**src/rtl/bcd_countdown_timer_pkg.sv**
```systemverilog
// Shared constants for the BCD countdown timer: state encodings and BCD digit helpers.
package bcd_countdown_timer_pkg;

    localparam int          BCD_W   = 4;
    localparam logic [3:0]  BCD_MAX = 4'd9;

    localparam logic [1:0]  ST_IDLE   = 2'd0;
    localparam logic [1:0]  ST_RUN    = 2'd1;
    localparam logic [1:0]  ST_PAUSED = 2'd2;
    localparam logic [1:0]  ST_DONE   = 2'd3;

    // Out-of-range nibbles saturate to 9 so the count is always valid BCD.
    function automatic logic [BCD_W-1:0] clamp_bcd(input logic [BCD_W-1:0] nib);
        return (nib > BCD_MAX) ? BCD_MAX : nib;
    endfunction

endpackage

```
**src/rtl/bcd_countdown_timer_if.sv**
```systemverilog
// Control/status bundle of the BCD countdown timer.
interface bcd_countdown_timer_if #(
    parameter int DIGITS = 2
);
    logic                  load;
    logic [4*DIGITS-1:0]   load_val;
    logic                  start;
    logic                  pause;
    logic [4*DIGITS-1:0]   count;
    logic                  running;
    logic                  zero;
    logic                  done;

    modport master (
        output load, load_val, start, pause,
        input  count, running, zero, done
    );

    modport slave (
        input  load, load_val, start, pause,
        output count, running, zero, done
    );
endinterface

```
**src/rtl/bcd_countdown_timer_digit.sv**
```systemverilog
// One BCD digit of the down-counter: decrements when borrowed from, wraps 0 -> 9 with borrow out.
module bcd_digit_down
    import bcd_countdown_timer_pkg::*;
(
    input  logic [BCD_W-1:0] i_digit,
    input  logic             i_borrow,
    output logic [BCD_W-1:0] o_digit,
    output logic             o_borrow
);

    always_comb begin
        o_digit  = i_digit;
        o_borrow = 1'b0;
        if (i_borrow) begin
            if (i_digit == 4'd0) begin
                o_digit  = BCD_MAX;
                o_borrow = 1'b1;
            end else begin
                o_digit  = i_digit - 4'd1;
            end
        end
    end

endmodule

```
**src/rtl/bcd_countdown_timer.sv**
```systemverilog
// Loadable DIGITS-wide BCD down-counter, one decrement per PRESCALE clocks while running,
// with pause/resume, a one-cycle done pulse and a level zero flag.
module bcd_countdown_timer
    import bcd_countdown_timer_pkg::*;
#(
    parameter int DIGITS   = 2,
    parameter int PRESCALE = 4
) (
    input  logic                      i_clk,
    input  logic                      i_rst,   // asynchronous, active low
    bcd_countdown_timer_if.slave      bus
);

    localparam int               W       = BCD_W * DIGITS;
    localparam int               PS_W    = (PRESCALE > 1) ? $clog2(PRESCALE) : 1;
    localparam logic [PS_W-1:0]  PS_LAST = PS_W'(PRESCALE - 1);

    logic [1:0]                        r_state;
    logic [PS_W-1:0]                   r_ps;
    logic [W-1:0]                      r_count;
    logic                              r_running;
    logic                              r_done;

    logic [DIGITS-1:0][BCD_W-1:0]      w_cur;
    logic [DIGITS-1:0][BCD_W-1:0]      w_dec;
    logic [DIGITS:0]                   w_borrow;
    logic [W-1:0]                      w_next;
    logic [W-1:0]                      w_load;
    logic                              w_tick;

    assign w_cur       = r_count;
    assign w_borrow[0] = 1'b1;

    genvar g;
    generate
        for (g = 0; g < DIGITS; g++) begin : g_digit
            bcd_digit_down u_digit (
                .i_digit  (w_cur[g]),
                .i_borrow (w_borrow[g]),
                .o_digit  (w_dec[g]),
                .o_borrow (w_borrow[g+1])
            );
        end
    endgenerate

    // A borrow out of the top digit would mean decrementing from zero; pin the count at 0 instead.
    assign w_next = w_borrow[DIGITS] ? '0 : W'(w_dec);

    always_comb begin
        w_load = '0;
        for (int d = 0; d < DIGITS; d++)
            w_load[d*BCD_W +: BCD_W] = clamp_bcd(bus.load_val[d*BCD_W +: BCD_W]);
    end

    assign w_tick = (r_ps == PS_LAST);

    always_ff @(posedge i_clk or negedge i_rst) begin
        if (!i_rst) begin
            r_state   <= ST_IDLE;
            r_ps      <= '0;
            r_count   <= '0;
            r_running <= 1'b0;
            r_done    <= 1'b0;
        end else begin
            r_done <= 1'b0;
            if (bus.load) begin
                r_state   <= ST_IDLE;
                r_ps      <= '0;
                r_count   <= w_load;
                r_running <= 1'b0;
            end else begin
                case (r_state)
                    ST_IDLE: begin
                        if (bus.start && !bus.pause) begin
                            r_ps <= '0;
                            if (r_count != '0) begin
                                r_state   <= ST_RUN;
                                r_running <= 1'b1;
                            end else begin
                                r_state <= ST_DONE;
                                r_done  <= 1'b1;
                            end
                        end
                    end
                    ST_RUN: begin
                        if (bus.pause) begin
                            r_state   <= ST_PAUSED;
                            r_running <= 1'b0;
                        end else if (w_tick) begin
                            r_ps    <= '0;
                            r_count <= w_next;
                            if (w_next == '0) begin
                                r_state   <= ST_DONE;
                                r_running <= 1'b0;
                                r_done    <= 1'b1;
                            end
                        end else begin
                            r_ps <= r_ps + 1'b1;
                        end
                    end
                    ST_PAUSED: begin
                        // Prescaler is left untouched so the interrupted tick period resumes.
                        if (bus.start && !bus.pause) begin
                            r_state   <= ST_RUN;
                            r_running <= 1'b1;
                        end
                    end
                    default: begin
                        r_count <= '0;
                    end
                endcase
            end
        end
    end

    assign bus.count   = r_count;
    assign bus.running = r_running;
    assign bus.done    = r_done;
    assign bus.zero    = (r_count == '0);

endmodule

```
**src/flat_wrapper.sv**
```systemverilog
// flat-port wrapper written by rule: the top's interface ports become plain ports
module bcd_countdown_timer_flat import bcd_countdown_timer_pkg::*;
#(
    parameter int DIGITS   = 2,
    parameter int PRESCALE = 4
)
  (i_clk, i_rst, bus_load, bus_load_val, bus_start, bus_pause, bus_count, bus_running, bus_zero, bus_done);
  bcd_countdown_timer_if #(.DIGITS(DIGITS)) bus_i ();
  input  logic i_clk;
  input  logic i_rst;
  input wire logic [$bits(bus_i.load)-1:0] bus_load;
  input wire logic [$bits(bus_i.load_val)-1:0] bus_load_val;
  input wire logic [$bits(bus_i.start)-1:0] bus_start;
  input wire logic [$bits(bus_i.pause)-1:0] bus_pause;
  output wire logic [$bits(bus_i.count)-1:0] bus_count;
  output wire logic [$bits(bus_i.running)-1:0] bus_running;
  output wire logic [$bits(bus_i.zero)-1:0] bus_zero;
  output wire logic [$bits(bus_i.done)-1:0] bus_done;
  assign bus_i.load = bus_load;
  assign bus_i.load_val = bus_load_val;
  assign bus_i.start = bus_start;
  assign bus_i.pause = bus_pause;
  assign bus_count = bus_i.count;
  assign bus_running = bus_i.running;
  assign bus_zero = bus_i.zero;
  assign bus_done = bus_i.done;
  bcd_countdown_timer #(.DIGITS(DIGITS), .PRESCALE(PRESCALE)) u_core (.i_clk(i_clk), .i_rst(i_rst), .bus(bus_i));
endmodule
```
**config.mk**
```make
export PLATFORM = sky130hd
export DESIGN_NAME = bcd_countdown_timer_flat
export DESIGN_NICKNAME = d
export VERILOG_FILES = /design/src/rtl/bcd_countdown_timer_pkg.sv /design/src/rtl/bcd_countdown_timer_if.sv /design/src/rtl/bcd_countdown_timer_digit.sv /design/src/rtl/bcd_countdown_timer.sv /design/src/flat_wrapper.sv
export SDC_FILE = /design/constraint.sdc
export NUM_CORES = 1
export LEC_CHECK = 0
export BUFFER_PORTS_ARGS = -buffer_cell sky130_fd_sc_hd__buf_2
export CORE_AREA = 8 8 74 76
export DETAILED_ROUTE_END_ITERATION = 6
export DIE_AREA = 0 0 82 84
export GPL_TIMING_DRIVEN = 1
export HOLD_SLACK_MARGIN = 0.08
export MAX_ROUTING_LAYER = met4
export SLEW_MARGIN = 10
export SYNTH_ARGS = -nofsm -noshare
export SYNTH_HDL_FRONTEND = slang
export SYNTH_SLANG_ARGS = --single-unit
```
**constraint.sdc**
```tcl
create_clock -name i_clk -period 3 [get_ports i_clk]
set_input_delay 0.6 -clock i_clk [delete_from_list [all_inputs] [get_ports i_clk]]
set_output_delay 0.6 -clock i_clk [all_outputs]
set_load 0.02 [all_outputs]
```
==> results.txt <==
----------------------------------------------------
[Route]
  Total number of vias ... 931
  DRC violations left ... 0
  Detailed-routing wirelength on met1 ... approximately 1200 um
  Met2 Wirelength ... 1300 um
  Average routed wire per standard cell ... 14.4 um
  Vias per cell ... roughly 5.0
  Top Layer Used ... met4
  Detailed-routing iteration count for the pre-antenna-repair pass ... 4
  Antenna-violating nets left ... 0
  Drt initial violations ... 34
  Routed length on met3 ... 125 um
  Drt total wl ... 2680 um

[Clock network]
  Clock buffers created by TritonCTS ... 3
  Buffers inserted during post-CTS setup optimization ... 0
  Cell at the root of the clock tree ... sky130_fd_sc_hd__clkbuf_8
  CTS hold repair buffers ... 0
  TritonCTS clock tree ... done
  Maximum clock path buffer count ... 2
  Total of cells resized after clock tree synthesis ... 0
  Total number of H-tree levels ... 1
  Clock latency of the later-clocked register in the worst-skew pair ... 0.24 ns
  Post-CTS clock slew at the launch and capture registers of the worst setup and hold paths ... about 0.060 ns
  Clk sinks ... 14

[Global routing]
  Number of global-route vias before repair ... 988
  Largest net degree at the start of global routing ... 16
  Tot GR Track Use ... 0.0858
  Antenna violations before repair ... 0
  GR Overflow Total ... 0
  Wire length of the first global-routing pass ... 4570 um

[Synth]
  FFs w/ async S/R, synth ... 1.00
  Top cells by area, synth ... sky130_fd_sc_hd__dfrtp_1 34%, sky130_fd_sc_hd__ha_1 7.3%, sky130_fd_sc_hd__o21ai_0 4.9%
  Area share of the leading cell type in the synthesized netlist ... 0.340
  EDFF count, synth ... 0
  Sequential share of the synthesized area ... 0.340
  Number of synthesized register bits ... 14
  Dominant cell type by area after synthesis ... sky130_fd_sc_hd__dfrtp_1
  Post-Synthesis Net Count ... 133
  Main synth FF type ... sky130_fd_sc_hd__dfrtp_1
  Syn Inst Count ... 114
  Library cells used by synthesis ... about 40
  Average instance area after synthesis ... ~9.0 um2
  Synthesis warning total ... 0
  Cell area after synthesis ... 1030 um2

[Worst setup path]
  Crit. End Element ... output pin
  CP arrival ... 1.91 ns
  Critical path data required time ... 2.40 ns
  Maximum fanout count along the critical path ... 7
  Setup Crit Path Kind ... reg2out
  Kind of start point of the critical path ... flip-flop

[Timing]
  Worst Max-Slew Pin Slew ... approximately 0.48 ns
  Clock period minus worst slack ... 2.51 ns
  Final worst-path cycle share ... 0.836
  Endpoints failing setup ... 0
  Relative max-transition margin ... 0.677
  Unrepaired setup endpoints after global routing ... false
  Maximum frequency from static timing analysis ... about 400 MHz
  Number of failing hold endpoints at the final stage ... 0
  Setup total negative slack ... 0 ns
  Count of pins over their slew limit ... 0
  Clock skew after layout ... roughly 0.0025 ns

[Placed design]
  Placed standard-cell area ... 1170 um2
  Routability congestion estimate ... 0.818
  PortBufs ... 23
  Placed Instances ... around 180
  Half-perimeter wire length after detailed placement ... slightly above 2000 um

[Final layout]
  Synth-to-layout area growth ... 18.6%
  Final antenna diode count ... 0
  Design Area, Final ... 1220 um2
  Number of non-filler instances in the completed layout ... between 150 and 200
  Most common cell after layout, fill and taps aside ... sky130_fd_sc_hd__buf_2
  Fill cell count ... 465
  Most frequent cells in the layout ... 23 x sky130_fd_sc_hd__buf_2, 14 x sky130_fd_sc_hd__dfrtp_1, 10 x sky130_fd_sc_hd__nor2_1, 10 x sky130_fd_sc_hd__o21ai_0, 8 x sky130_fd_sc_hd__inv_1
  Final Net Count ... ~150
  Share of cells above drive strength 1 ... 0.246

[Hold path]
  Worst hold path type ... in2async

[Floorplanning]
  Initial Utilization ... 0.241
  I/O pin count ... 24
  Chip Height ... around 84 um
  Standard-cell rows ... 24
  Overall die area ... just under 7000 um2
  Die X-Extent ... 82 um
  Core area ... 4260 um2

[Run status]
  Result of the run ... complete, no violations

[Power]
  Power per cell area ... 997 nW/um2
  Leak ... 0.552 nW
  Worst IR drop on VDD ... 198 uV

[Job]
  Max Cap Viol ... 0

----------------------------------------------------
[synth_stat cells (all sizes together), types with 3 or more instances]
cell type  instances
dfrtp             14
inv                8
nor2              10
mux2               4
o31ai              3
nor3               5
buf                4
a22o               5
clkbuf             3
o21ai             10
nand2              3
a21oi              7
ha                 6
[final timing paths]
kind / start / endpoint / slack (ns) / cells past startpoint
max: u_core.bus.count[0] / bus_zero / 0.49 / 5
min: i_rst / u_core.r_ps[1] / 0.25 / 1
max reg2reg: u_core.bus.count[0] / u_core.r_state[1] / 0.72 / 7
min reg2reg: u_core.r_state[0] / u_core.r_state[0] / 0.53 / 1
max in group asynchronous: i_rst / u_core.r_state[1] / 2.49 / 1
min in group i_clk: u_core.r_state[0] / u_core.r_state[0] / 0.53 / 1
[per-layer routing]
| layer | GRT usage | vias up |
|---|---|---|
| met5 | - | - |
| met2 | 0.131 | 20 |
| met3 | 0.0205 | 6 |
| met4 | 0.0415 | 0 |
| met1 | 0.102 | 444 |
| li1 | - | 461 |
[where the power goes]
part	leakage (nW)	total, mW	internal [mW]	switching [mW]
Combinational	0.343	0.670	0.271	0.399
Sequential	0.180	0.364	0.263	0.101
Clock	0.0288	0.182	0.116	0.0661
[per-stage QoR]
| stage | worst slack [ns] | utilization | hold slack (ns) | total power [mW] |
|---|---|---|---|---|
| final | 0.493 | 0.286 | 0.255 | 1.22 |
| after global routing | 0.332 | 0.286 | 0.279 | 1.34 |
| after CTS | 0.464 | 0.286 | 0.265 | 1.23 |
| after detailed placement | 0.719 | 0.273 | 0.525 | 1.04 |
| after global placement | 0.774 | 0.273 | 0.520 | 1.04 |
| after floorplan | 0.752 | - | 0.304 | 0.876 |
[state kept, by name (all words and copies together) (netlist names)]
name,flops
u_core.bus.count,8
u_core.bus.done,1
u_core.bus.running,1
u_core.r_ps,2
u_core.r_state,2
[logic make-up (layout without fill, tap and decap cells)]
logic type                 count (synthesis)  count (layout)  share of synthesized area
AOI/OAI and AO/OA                         39              39                      0.259
adders and majority gates                  6               6                     0.0729
buffers and inverters                     15              35                     0.0717
DFF                                       14              14                      0.340
muxes                                      6               6                     0.0632
and+or+nand+nor                           34              34                      0.193
[critical path: stages (launching register included)]
cell and delay [ns]:
sky130_fd_sc_hd__dfrtp_1 0.43, sky130_fd_sc_hd__inv_1 0.11, sky130_fd_sc_hd__ha_1 0.19, sky130_fd_sc_hd__nor3b_1 0.36, sky130_fd_sc_hd__and2_0 0.35, sky130_fd_sc_hd__buf_2 0.23
[cell type report]
class / count / area, um2 / area share
multi-input cells: 85 / 606 / 0.496
flip-flops and latches: 14 / 350 / 0.287
repair buffers: 23 / 115 / 0.0943
well taps: 52 / 65.1 / 0.0533
clock buffers: 4 / 55.1 / 0.0451
inverters: 8 / 30.0 / 0.0246
Note: power is estimated with default switching activity, not from simulation.
